===== src/rtl/sram_bank_ctrl.sv =====
// Banked SRAM controller: decodes peripheral byte addresses onto N single-port
// macros and returns in-order responses with 1 or 2 cycles of latency.
module sram_bank_ctrl #(
    parameter int NUM_BANKS = 7,
    parameter int BANK_AW   = 10,
    parameter int ADDR_W    = 24,
    parameter int DATA_W    = 32,
    parameter int OUT_REG   = 0,
    parameter logic [DATA_W-1:0] OOR_DATA = DATA_W'(32'hDEADBEEF)
) (
    input  logic                        clk,
    input  logic                        rst_n,
    input  logic                        req_i,
    input  logic                        we_i,
    input  logic [DATA_W/8-1:0]         be_i,
    input  logic [ADDR_W-1:0]           addr_i,
    input  logic [DATA_W-1:0]           wdata_i,
    output logic                        gnt_o,
    output logic                        rvalid_o,
    output logic [DATA_W-1:0]           rdata_o,
    output logic                        err_o,
    output logic [15:0]                 err_cnt_o,
    output logic [NUM_BANKS-1:0]        sram_men_o,
    output logic                        sram_wen_o,
    output logic                        sram_ren_o,
    output logic [BANK_AW-1:0]          sram_addr_o,
    output logic [DATA_W-1:0]           sram_bm_o,
    output logic [DATA_W-1:0]           sram_din_o,
    input  logic [NUM_BANKS*DATA_W-1:0] sram_dout_i
);

    localparam int BW       = (NUM_BANKS > 1) ? $clog2(NUM_BANKS) : 1;
    localparam int BE_W     = DATA_W / 8;
    localparam int BANK_LSB = BANK_AW + 2;
    localparam int TOP_LSB  = BANK_LSB + BW;

    logic [BANK_AW-1:0] word;
    logic [BW-1:0]      bank;
    logic               hi_set;
    logic               oor;
    logic               accepted;
    logic               bank_hit;
    logic [DATA_W-1:0]  bm;

    // Bank field sits directly above the word field; anything above it is out of range.
    assign word = addr_i[BANK_LSB-1:2];
    assign bank = addr_i[BANK_LSB +: BW];

    generate
        if (TOP_LSB < ADDR_W) begin : g_hi
            assign hi_set = |addr_i[ADDR_W-1:TOP_LSB];
        end else begin : g_no_hi
            assign hi_set = 1'b0;
        end
    endgenerate

    assign oor      = hi_set || (int'(bank) >= NUM_BANKS);
    assign accepted = req_i & gnt_o;
    assign bank_hit = accepted & ~oor & (we_i ? |be_i : 1'b1);

    generate
        for (genvar i = 0; i < BE_W; i++) begin : g_bm
            assign bm[i*8 +: 8] = {8{be_i[i]}};
        end
    endgenerate

    always_comb begin
        sram_men_o = '0;
        for (int k = 0; k < NUM_BANKS; k++) begin
            sram_men_o[k] = bank_hit && (bank == BW'(k));
        end
    end

    // Everything toward the macros is held at zero until the grant comes up.
    assign sram_wen_o  = gnt_o & we_i;
    assign sram_ren_o  = gnt_o & ~we_i;
    assign sram_addr_o = gnt_o ? word    : '0;
    assign sram_bm_o   = gnt_o ? bm      : '0;
    assign sram_din_o  = gnt_o ? wdata_i : '0;

    logic          v1;
    logic [BW-1:0] bank1;
    logic          oor1;
    logic          rd1;

    always_ff @(posedge clk) begin
        if (!rst_n) begin
            gnt_o     <= 1'b0;
            v1        <= 1'b0;
            bank1     <= '0;
            oor1      <= 1'b0;
            rd1       <= 1'b0;
            err_cnt_o <= '0;
        end else begin
            gnt_o <= 1'b1;
            v1    <= accepted;
            bank1 <= bank;
            oor1  <= oor;
            rd1   <= ~we_i;
            if (accepted && oor && (err_cnt_o != 16'hFFFF)) begin
                err_cnt_o <= err_cnt_o + 16'd1;
            end
        end
    end

    logic [DATA_W-1:0] bank_dout [NUM_BANKS];
    logic [DATA_W-1:0] bank_data;
    logic [DATA_W-1:0] rdata0;
    logic              err0;

    generate
        for (genvar k = 0; k < NUM_BANKS; k++) begin : g_dout
            assign bank_dout[k] = sram_dout_i[k*DATA_W +: DATA_W];
        end
    endgenerate

    always_comb begin
        bank_data = '0;
        for (int k = 0; k < NUM_BANKS; k++) begin
            if (bank1 == BW'(k)) bank_data = bank_dout[k];
        end
    end

    always_comb begin
        rdata0 = '0;
        if (rd1) rdata0 = oor1 ? OOR_DATA : bank_data;
    end

    assign err0 = v1 & oor1;

    generate
        if (OUT_REG != 0) begin : g_out_reg
            always_ff @(posedge clk) begin
                if (!rst_n) begin
                    rvalid_o <= 1'b0;
                    rdata_o  <= '0;
                    err_o    <= 1'b0;
                end else begin
                    rvalid_o <= v1;
                    rdata_o  <= rdata0;
                    err_o    <= err0;
                end
            end
        end else begin : g_out_comb
            assign rvalid_o = v1;
            assign rdata_o  = rdata0;
            assign err_o    = err0;
        end
    endgenerate

endmodule


===== config.mk =====
export PLATFORM = sky130hd
export DESIGN_NAME = sram_bank_ctrl
export DESIGN_NICKNAME = d
export VERILOG_FILES = /design/src/rtl/sram_bank_ctrl.sv
export SDC_FILE = /design/constraint.sdc
export NUM_CORES = 1
export LEC_CHECK = 0
export BUFFER_PORTS_ARGS = -buffer_cell sky130_fd_sc_hd__buf_4
export CORE_AREA = 2 2 166 168
export CTS_CLUSTER_SIZE = 40
export DETAILED_ROUTE_END_ITERATION = 7
export DIE_AREA = 0 0 168 170
export PLACE_DENSITY = 0.43
export SLEW_MARGIN = 20
export SYNTH_ARGS = -nofsm -noshare
export SYNTH_HDL_FRONTEND = slang
export SYNTH_SLANG_ARGS = --single-unit

===== constraint.sdc =====
create_clock -name clk -period 1.8 [get_ports clk]
set_input_delay 0.18 -clock clk [delete_from_list [all_inputs] [get_ports clk]]
set_output_delay 0.18 -clock clk [all_outputs]
set_load 0.01 [all_outputs]

==> results of run 1 <==
-- layer usage --
layer,vias up,wire length [um],part of all wire
li1,2735,-,-
met1,2530,9520,0.44
met2,234,10700,0.49
met3,13,1450,0.066
met4,0,145,0.0066
met5,-,0,0
-- placed cells by master (no fill, tap or decap), drive strengths merged, types with 5 or more instances in the layout --
master    n
or3       7
nand2    71
buf     477
nand3     5
a21boi   24
nor2b     6
a21oi    36
nand4     8
o221ai    7
a31oi     5
o21ai    53
nor2     24
a22o      7
and2     53
mux2i    59
dfxtp    23
o211a     6
o211ai   27
-- per-stage QoR --
stage / worst slack, ns / power (uW)
after floorplan: 0.0786 / 1100
after global placement: -0.0681 / 1920
after detailed placement: -0.0551 / 1920
after CTS: -0.163 / 2520
after global routing: -0.234 / 2710
final: -0.167 / 2550
-- Yosys cell counts, drive strengths merged (5+ instances only) --
| cell type | count |
|---|---|
| a21oi | 36 |
| nand4 | 8 |
| and2 | 53 |
| nand2 | 71 |
| buf | 50 |
| nand3 | 5 |
| o21ai | 53 |
| o221ai | 7 |
| a31oi | 5 |
| clkbuf | 28 |
| a21boi | 24 |
| dfxtp | 23 |
| nor2b | 6 |
| mux2i | 59 |
| or3 | 7 |
| a22o | 7 |
| o211a | 6 |
| nor2 | 24 |
| o211ai | 27 |
-- repair_timing --
action                                  CTS  global route
pin swaps                                18            37
endpoints found under the setup margin   38            81
gates resized for setup                  82            58
setup buffers                            12             6
cloned                                    3             1
-- report_power, final --
group / switching (uW) / internal (uW) / leakage (uW)
logic: 621 / 891 / 0.00345
clock network: 196 / 299 / 0.0000409
registers: 18.8 / 519 / 0.000189
-- worst max-delay path by stage --
stage | start | to | slack (ns) | cells past startpoint
2_1_floorplan | bank1[1] | rdata_o[16] | 0.08 | 8
3_3_place_gp | addr_i[19] | sram_men_o[0] | -0.07 | 7
3_5_place_dp | bank1[1] | rdata_o[22] | -0.06 | 5
4_1_cts | bank1[1] | rdata_o[22] | -0.16 | 5
5_1_grt | bank1[1] | rdata_o[24] | -0.23 | 8
6_report | bank1[1] | rdata_o[24] | -0.17 | 8
-- layout make-up --
cell class                      instances  area, sq um
Multi-Input combinational cell        440         3090
Tap cell                              341          427
Clock buffer                            3         75.1
Timing Repair Buffer                  478         3820
Sequential cell                        23          470
Clock inverter                          1         5.00
Inverter                                2         7.51
Fill cell                            2962        18800
-- worst max-delay path: stages (launching register included) --
cell	delay, ns
dfxtp_4	0.38
buf_6	0.14
buf_6	0.12
nor2b_4	0.15
buf_6	0.15
a21oi_1	0.07
o221ai_1	0.17
o211a_1	0.23
buf_6	0.12
-- kinds of logic after synthesis --
kind of cell    after synthesis  share of synthesized area
simple gates                198                      0.282
compound gates              178                      0.307
buf+inv                      80                      0.116
mux                          62                      0.168
flops                        23                      0.122
xor+xnor                      1                    0.00231
fa+ha+maj                     1                    0.00330
-- sequential cells by signal, indices dropped and copies added, names as in the netlist --
register   flops
bank1          3
err_cnt_o     16
gnt_o          1
oor1           1
rd1            1
rvalid_o       1
==> metrics.yaml, run 1 <==
critical_path:
  r2r_cells: 5
  reg2reg_from: "err_cnt_o[6]"
  worstSetupPathType: "flip-flop to primary output"
  reg2reg_to: "err_cnt_o[4]"
  cp_data_required_time_ns: 1.62
  crit_path_end_kind: "primary output"
  arrival_ns: 1.79
  cp-start-kind: "flip-flop"
  cp_max_fo: 7
  r2r_slack_ns: 0.09
sta:
  max_freq_ghz: 0.508
  grt_setup_unrepaired: "true"
  skew_ns: 0.00339
  setup_slack_ns: -0.167
  final.min_clock_period_ns: 1.97
  holdWs_ns: 0.158
  finalSetupViolations: 32
  fin_tns_setup_ns: -2.47
  worst_slew_pin_slew_ns: 0.407
  hold_viol: 0
  slew_violations: 0
  max_slew_margin: 0.728
  fin_crit_sh: 1.09
floorplanning:
  io_pins: 422
  dieArea_sq_um: 28600
  design.core.area_sq_um: 26700
  num_rows: 60
  start_util: 0.142
  die_h_um: 170
  die_x_um: 168
hold_path:
  hold_depth: 1
  hp-start: "rst_n"
  min_to: "gnt_o"
  hold_path_class: "primary input to flip-flop"
yosys:
  synthArstFlopShare: 0
  synthTopCellsByArea: "mux2i_1, dfxtp_1, and2_1"
  seq_area_frac_synth: 0.122
  synth_area_sq_um: 3790
  yosysWarnings: 0
  syn_avg_cell_area_sq_um: 6.98
  synth_edf_count: 0
  syn_inst: 543
  mappedNetlistNets: 832
  synthDominantCellAreaShare: 0.156
  yosysUniqueCellTypes: 56
  synth_area_leader_cell: "mux2i_1"
  synth-seq-cells: 23
  synth-main-ff-cell: "dfxtp_1"
cts:
  h-tree-depth: 1
  clockRootBuffer: "clkbuf_16"
  cts_num_sinks: 23
  cts_made_buffers: 3
  cts_buffer_depth: 2
  clock_latency_ns: 0.26
  path_clk_slew_ns: 0.06
  cts_tree: "built"
  cts_hold_buffers: 0
pwr:
  p_leak_uw: 0.00368
  ir_drop_mv: 0.313
  power_density_nw_per_um2: 322
drt:
  drt_pre_antenna_iters: 4
  ant_nets: 0
  wire_per_inst_um: 17.0
  drc: 0
  via_per_inst: 4.28
  via_count: 5512
  routed_wl_mm: 21.9
  drtIter0Drc: 252
grt:
  grt_start_max_net_pins: 50
  met1_usage: 0.186
  grt_pass1_wl_mm: 31.4
  grtUsageTotal: 0.138
  grt_pass1_vias: 5319
  antenna_found_initial: 0
  grtUsageMet2: 0.237
  globalRouteOverflowTotal: 0
  grtUsageMet3: 0.0221
  top_usage_layer: "met2"
layout:
  syn2layout_area_growth_pct: 108
  final_layout_size_suffix_gt1_frac: 0.573
  final_core_util: 0.296
  fin_area_sq_um: 7890
  instances_no_fill: 1288
  nets: 1237
  n_antenna_cell: 0
placement:
  dp_cells: 1265
  port_buffers: 419
  post_dp_cell_area_sq_um: 7320
  hpwl_mm: 16.9
  routabilityCongestion: 0.806
run_status:
  status: "complete, but fails checks"
  violations: "negative setup slack"
run:
  drv_cap: 0
Note: power is estimated with default switching activity, not from simulation.
==> inputs of run 2 (changes only) <==
CELL_PAD_IN_SITES_DETAIL_PLACEMENT = 0   (was default)
CELL_PAD_IN_SITES_GLOBAL_PLACEMENT = 1   (was default)
CORE_AREA = 2 2 164 166   (was 2 2 166 168)
DIE_AREA = 0 0 166 168   (was 0 0 168 170)
PLACE_DENSITY = 0.63   (was 0.43)
==> metrics.yaml, run 2 (synthesis gave the netlist of run 1 again) <==
drt:
  routed_wl_mm: 22.3  # was 21.9 mm
  wire_per_inst_um: 17.1  # was 17.0 um
  drt_pre_antenna_iters: 4  # unchanged
  via_per_inst: 4.36  # was 4.28
  via_count: 5675  # was 5,512
  drtIter0Drc: 237  # was 252
  drc: 0  # unchanged
  ant_nets: 0  # unchanged
critical_path:
  cp-start-kind: "flip-flop"  # unchanged
  cp_max_fo: 8  # was 7
  cpMaxStageDelayCell: "dfxtp_4"  # unchanged
  r2r_slack_ns: 0.12  # was 0.09 ns
  crit_chain: "buf_4 > nor2b_1 > buf_4 > a22o_1 > nand2_1 > o221ai_1 > and2_1 > buf_6"  # was buf_6 > buf_6 > nor2b_4 > buf_6 > a21oi_1 > o221ai_1 > o211a_1 > buf_6
  crit_path_end_kind: "primary output"  # unchanged
  crit_path_end: "rdata_o[4]"  # was rdata_o[24]
  arrival_ns: 1.79  # about the same
  reg2reg_to: "err_cnt_o[14]"  # was err_cnt_o[4]
  r2r_cells: 6  # was 5
  reg2reg_from: "err_cnt_o[0]"  # was err_cnt_o[6]
  crit_buf_inv: 3  # was 4
  max_stage_delay_ns: 0.39  # was 0.38 ns
  cp_data_required_time_ns: 1.62  # about the same
  crit_top_cell: "buf_4"  # was buf_6
  critPathTopFamily: "buffers and inverters"  # unchanged
  cp-startpoint: "bank1[2]"  # was bank1[1]
  worstSetupPathType: "flip-flop to primary output"  # unchanged
  cp_num_cells: 8  # unchanged
hold_path:
  hold_path_class: "primary input to flip-flop"  # unchanged
floorplanning:
  die_h_um: 168  # was 170 um
  start_util: 0.144  # was 0.142
  io_pins: 422  # unchanged
  die_x_um: 166  # was 168 um
  dieArea_sq_um: 27900  # was 28,600 sq um
  num_rows: 60  # unchanged
  design.core.area_sq_um: 26400  # was 26,700 sq um
layout:
  final_common_cell: "buf_4"  # unchanged
  instances_no_fill: 1303  # was 1,288
  top_regs: "err_cnt_o: 16 flops, bank1: 3 flops"  # unchanged
  nets: 1252  # was 1,237
  final_layout_size_suffix_gt1_frac: 0.579  # was 0.573
  syn2layout_area_growth_pct: 116  # was 108%
  n_antenna_cell: 0  # unchanged
  largest_reg_flops: 16  # unchanged
  final_core_util: 0.310  # was 0.296
  layout_common_cells: "buf_4, nand2_1, mux2i_1"  # unchanged
  regMostFlops: "err_cnt_o"  # unchanged
sta:
  finalSetupViolations: 32  # unchanged
  worst_slew_pin_slew_ns: 0.411  # was 0.407 ns
  max_freq_ghz: 0.508  # about the same
  grt_setup_unrepaired: "true"  # unchanged
  max_slew_margin: 0.726  # was 0.728
  fin_crit_sh: 1.09  # about the same
  hold_viol: 0  # unchanged
  holdWs_ns: 0.161  # was 0.158 ns
  setup_slack_ns: -0.169  # was -0.167 ns
  final.min_clock_period_ns: 1.97  # about the same
  skew_ns: 0.00462  # was 0.00339 ns
  slew_violations: 0  # unchanged
grt:
  grt_pass1_vias: 5728  # was 5,319
  globalRouteOverflowTotal: 0  # unchanged
  grt_pass1_wl_mm: 32.4  # was 31.4 mm
  antenna_found_initial: 0  # unchanged
  grt_start_max_net_pins: 50  # unchanged
  grtUsageTotal: 0.145  # was 0.138
pwr:
  ir_drop_mv: 0.308  # was 0.313 mV
  power_density_nw_per_um2: 320  # was 322 nW/um^2
  p_leak_uw: 0.00379  # was 0.00368 uW
cts:
  cts_tree: "built"  # unchanged
  cts_buffer_depth: 2  # unchanged
  h-tree-depth: 1  # unchanged
  cts_num_sinks: 23  # unchanged
  path_clk_slew_ns: 0.06  # about the same
  cts_made_buffers: 3  # unchanged
  clock_latency_ns: 0.26  # about the same
  clockRootBuffer: "clkbuf_16"  # unchanged
placement:
  port_buffers: 419  # unchanged
  pre_cts_slack_ns: -0.0876  # was -0.0551 ns
  hpwl_mm: 17.6  # was 16.9 mm
  routabilityCongestion: 0.834  # was 0.806
  dp_cells: 1280  # was 1,265
run_status:
  status: "complete, but fails checks"  # unchanged
  violations: "negative setup slack"  # unchanged
run:
  drv_cap: 0  # unchanged
run 2: changes by cell type in the layout (fill, tap and decap cells not counted), moves of 4 or more:
cell	delta
o21ai_2	-4
a31oi_4	+4
a21oi_1	+5
o21ai_0	+5
buf_4	+6
a31oi_1	-4
a21oi_2	-5
run 2: worst min path at each step:
stage	to	start	cells past startpoint	slack [ns]
2_1_floorplan	gnt_o	rst_n	0	0.21
3_3_place_gp	rd1	we_i	2	0.43
3_5_place_dp	gnt_o	rst_n	1	0.43
4_1_cts	gnt_o	rst_n	1	0.17
5_1_grt	gnt_o	rst_n	1	0.15
6_report	gnt_o	rst_n	1	0.16
run 2: cell type report:
type | count | area [sq um]
fill | 2874 | 18200
clock inverter | 1 | 5.00
clock buffer | 3 | 75.1
inverter | 2 | 7.51
tap | 341 | 427
sequential | 23 | 474
timing repair buffer | 493 | 4070
multi-input combinational | 440 | 3130
run 2: power by group:
part,internal [uW],leakage (uW),switching [uW]
clock,299,0.0000409,189
sequential,518,0.000190,15.7
combinational,949,0.00356,648
total,1770,0.00379,853
run 2: timing repair:
action,in CTS,in global routing
pin swaps,21,23
cloned,5,2
endpoints found under the setup margin,36,49
gates resized for setup,94,38
buffers inserted,11,3
hold buffers,0,0
run 2: layer usage:
metal | up-vias | share of wire | track usage
li1 | 2769 | - | -
met1 | 2588 | 0.39 | 0.169
met2 | 303 | 0.52 | 0.280
met3 | 15 | 0.077 | 0.0284
met4 | 0 | 0.0093 | 0.0174
met5 | - | 0 | 0
run 2: worst reg2reg max path, stage by stage (launching register included):
cell	delay, ns
dfxtp_1	0.34
ha_1	0.21
nand2_1	0.10
nor2_2	0.17
nand4_1	0.22
or4_1	0.45
a21oi_1	0.14
run 2: stage by stage:
step	setup TNS [ns]	power, uW	area [sq um]
after global placement	-0.108	1960	7470
after detailed placement	-0.162	1960	7470
final	-2.83	2620	8180
after floorplan	0	1100	3790
after global routing	-5.87	2800	8180
after CTS	-3.32	2590	7980
==> inputs of run 3 (changes only) <==
PLACE_DENSITY = default   (was 0.63)
PLACE_DENSITY_LB_ADDON = 0.12   (was default)
clock period = 1.9 ns   (was 1.8 ns; I/O delays follow)
==> metrics.yaml, run 3 (synthesis gave the netlist of run 1 again) <==
grt:
  grt_start_max_net_pins: 50  # unchanged
  antenna_found_initial: 0  # unchanged
  grt_pass1_wl_mm: 35.8  # was 32.4 mm
  grt_pass1_vias: 5925  # was 5,728
  globalRouteOverflowTotal: 0  # unchanged
  grtUsageTotal: 0.165  # was 0.145
sta:
  worst_slew_pin_slew_ns: 0.440  # was 0.411 ns
  hold_viol: 0  # unchanged
  max_slew_margin: 0.704  # was 0.726
  finalSetupViolations: 12  # was 32
  skew_ns: 0.00641  # was 0.00462 ns
  fin_crit_sh: 1.03
  slew_violations: 0  # unchanged
  final.min_clock_period_ns: 1.96
  grt_setup_unrepaired: "true"  # unchanged
  max_freq_ghz: 0.511
  fin_tns_setup_ns: -0.273  # was -2.83 ns
  setup_slack_ns: -0.0574  # was -0.169 ns
floorplanning:
  design.core.area_sq_um: 26400  # unchanged
  io_pins: 422  # unchanged
  die_h_um: 168  # unchanged
  num_rows: 60  # unchanged
  start_util: 0.144  # unchanged
  die_x_um: 166  # unchanged
  dieArea_sq_um: 27900  # unchanged
cts:
  cts_buffer_depth: 2  # unchanged
  cts_num_sinks: 23  # unchanged
  cts_tree: "built"  # unchanged
  cts_made_buffers: 3  # unchanged
  path_clk_slew_ns: 0.07  # was 0.06 ns
  clock_latency_ns: 0.26  # about the same
  h-tree-depth: 1  # unchanged
  clockRootBuffer: "clkbuf_16"  # unchanged
drt:
  m1WireLength_mm: 9.33  # was 8.73 mm
  dr_wl_met2_mm: 13.1  # was 11.6 mm
  dr.max_layer_used: "met4"  # unchanged
  ant_nets: 0  # unchanged
  wire_per_inst_um: 18.8  # was 17.1 um
  drtIter0Drc: 312  # was 237
  via_per_inst: 4.33  # was 4.36
  drt_pre_antenna_iters: 4  # unchanged
  via_count: 5624  # was 5,675
  routed_wl_mm: 24.4  # was 22.3 mm
  drc: 0  # unchanged
  dr_wl_met3_mm: 1.80  # was 1.71 mm
pwr:
  power_frac_seq: 0.201  # was 0.204
  ir_drop_mv: 0.268  # was 0.308 mV
  p_switching_uw: 837  # was 853 uW
  pwr-share-comb: 0.608  # was 0.610
  power_density_nw_per_um2: 309  # was 320 nW/um^2
  p_leak_uw: 0.00377  # was 0.00379 uW
  switching_share: 0.333  # was 0.326
  intPower_uw: 1670  # was 1770 uW
  power_frac_clock: 0.191  # was 0.186
layout:
  final_core_util: 0.308  # was 0.310
  largest_reg_flops: 16  # unchanged
  seqCellArea_sq_um: 470  # was 474 sq um
  layout_common_cells: "buf_4, nand2_1, mux2i_1"  # unchanged
  final_layout_size_suffix_gt1_frac: 0.572  # was 0.579
  syn2layout_area_growth_pct: 114  # was 116%
  multi_input_area_sq_um: 3130  # about the same
  n_antenna_cell: 0  # unchanged
  regMostFlops: "err_cnt_o"  # unchanged
  top_regs: "err_cnt_o: 16 flops, bank1: 3 flops"  # unchanged
  instances_no_fill: 1299  # was 1,303
  nets: 1248  # was 1,252
  fillCellCount: 2884  # was 2,874
  final_common_cell: "buf_4"  # unchanged
critical_path:
  cp_data_required_time_ns: 1.71  # was 1.62 ns
  cp-start-kind: "flip-flop"  # unchanged
  arrival_ns: 1.77  # was 1.79 ns
  crit_chain: "nor2b_4 > buf_12 > buf_8 > buf_16 > nand2_2 > o211ai_1 > o21ai_1 > a21boi_1 > buf_4"  # was buf_4 > nor2b_1 > buf_4 > a22o_1 > nand2_1 > o221ai_1 > and2_1 > buf_6
  worstSetupPathType: "flip-flop to primary output"  # unchanged
  crit_path_end_kind: "primary output"  # unchanged
  cp_max_fo: 7  # was 8
  cpMaxStageDelayCell: "dfxtp_4"  # unchanged
  max_stage_delay_ns: 0.39  # about the same
placement:
  dp_cells: 1273  # was 1,280
  pre_cts_slack_ns: 0.0101  # was -0.0876 ns
  routabilityCongestion: 0.777  # was 0.834
  hpwl_mm: 19.9  # was 17.6 mm
  port_buffers: 419  # unchanged
hold_path:
  hold_path_class: "primary input to flip-flop"  # unchanged
run_status:
  violations: "negative setup slack"  # unchanged
  status: "complete, but fails checks"  # unchanged
run:
  drv_cap: 0  # unchanged
-- run 3: final cells by class --
class	count	area share
inverters	2	0.000925
flip-flops and latches	23	0.0580
repair buffers	489	0.492
well taps	341	0.0526
multi-input cells	440	0.386
clock buffers	3	0.00925
clock inverters	1	0.000925
-- run 3: final timing paths --
| path | from | endpoint | slack (ns) | cells after the start |
|---|---|---|---|---|
| hold reg to reg | gnt_o | rvalid_o | 0.52 | 2 |
| hold / removal | we_i | rd1 | 0.14 | 2 |
| setup reg to reg | err_cnt_o[15] | err_cnt_o[8] | 0.22 | 5 |
| setup / recovery | bank1[1] | rdata_o[21] | -0.06 | 9 |
-- run 3: power groups by stage --
stage / registers (uW) / clock network (uW) / logic (uW)
2_1_floorplan: 512 / 0 / 532
3_3_place_gp: 521 / 0 / 1360
3_5_place_dp: 521 / 0 / 1350
4_1_cts: 506 / 485 / 1500
5_1_grt: 508 / 514 / 1650
6_report: 505 / 479 / 1530
-- run 3: critical path: cells and delay by family (launching register included) --
kind	cells	cell delay [ns]
DFF	1	0.39
and+or+nand+nor	2	0.22
buffers and inverters	4	0.56
AOI/OAI and AO/OA	3	0.34
-- run 3: through the flow --
step / hold slack, ns / area [sq um] / power (uW)
floorplan: 0.218 / 3790 / 1040
global placement: 0.416 / 7380 / 1880
detailed placement: 0.412 / 7380 / 1870
CTS: 0.135 / 7930 / 2490
global route: 0.142 / 8110 / 2670
finish: 0.144 / 8110 / 2510
-- run 3: timing repair --
action	4_1_cts	5_1_grt
pin swaps	25	36
gates cloned	5	1
hold buffers	0	0
setup endpoints to repair	33	39
gates resized for setup	84	50
setup buffers	15	2
-- run 3: metal layers --
| layer | vias to the layer above | GRT usage |
|---|---|---|
| li1 | 2773 | - |
| met2 | 272 | 0.329 |
| met5 | - | 0 |
| met3 | 6 | 0.0381 |
| met1 | 2573 | 0.184 |
| met4 | 0 | 0.00945 |
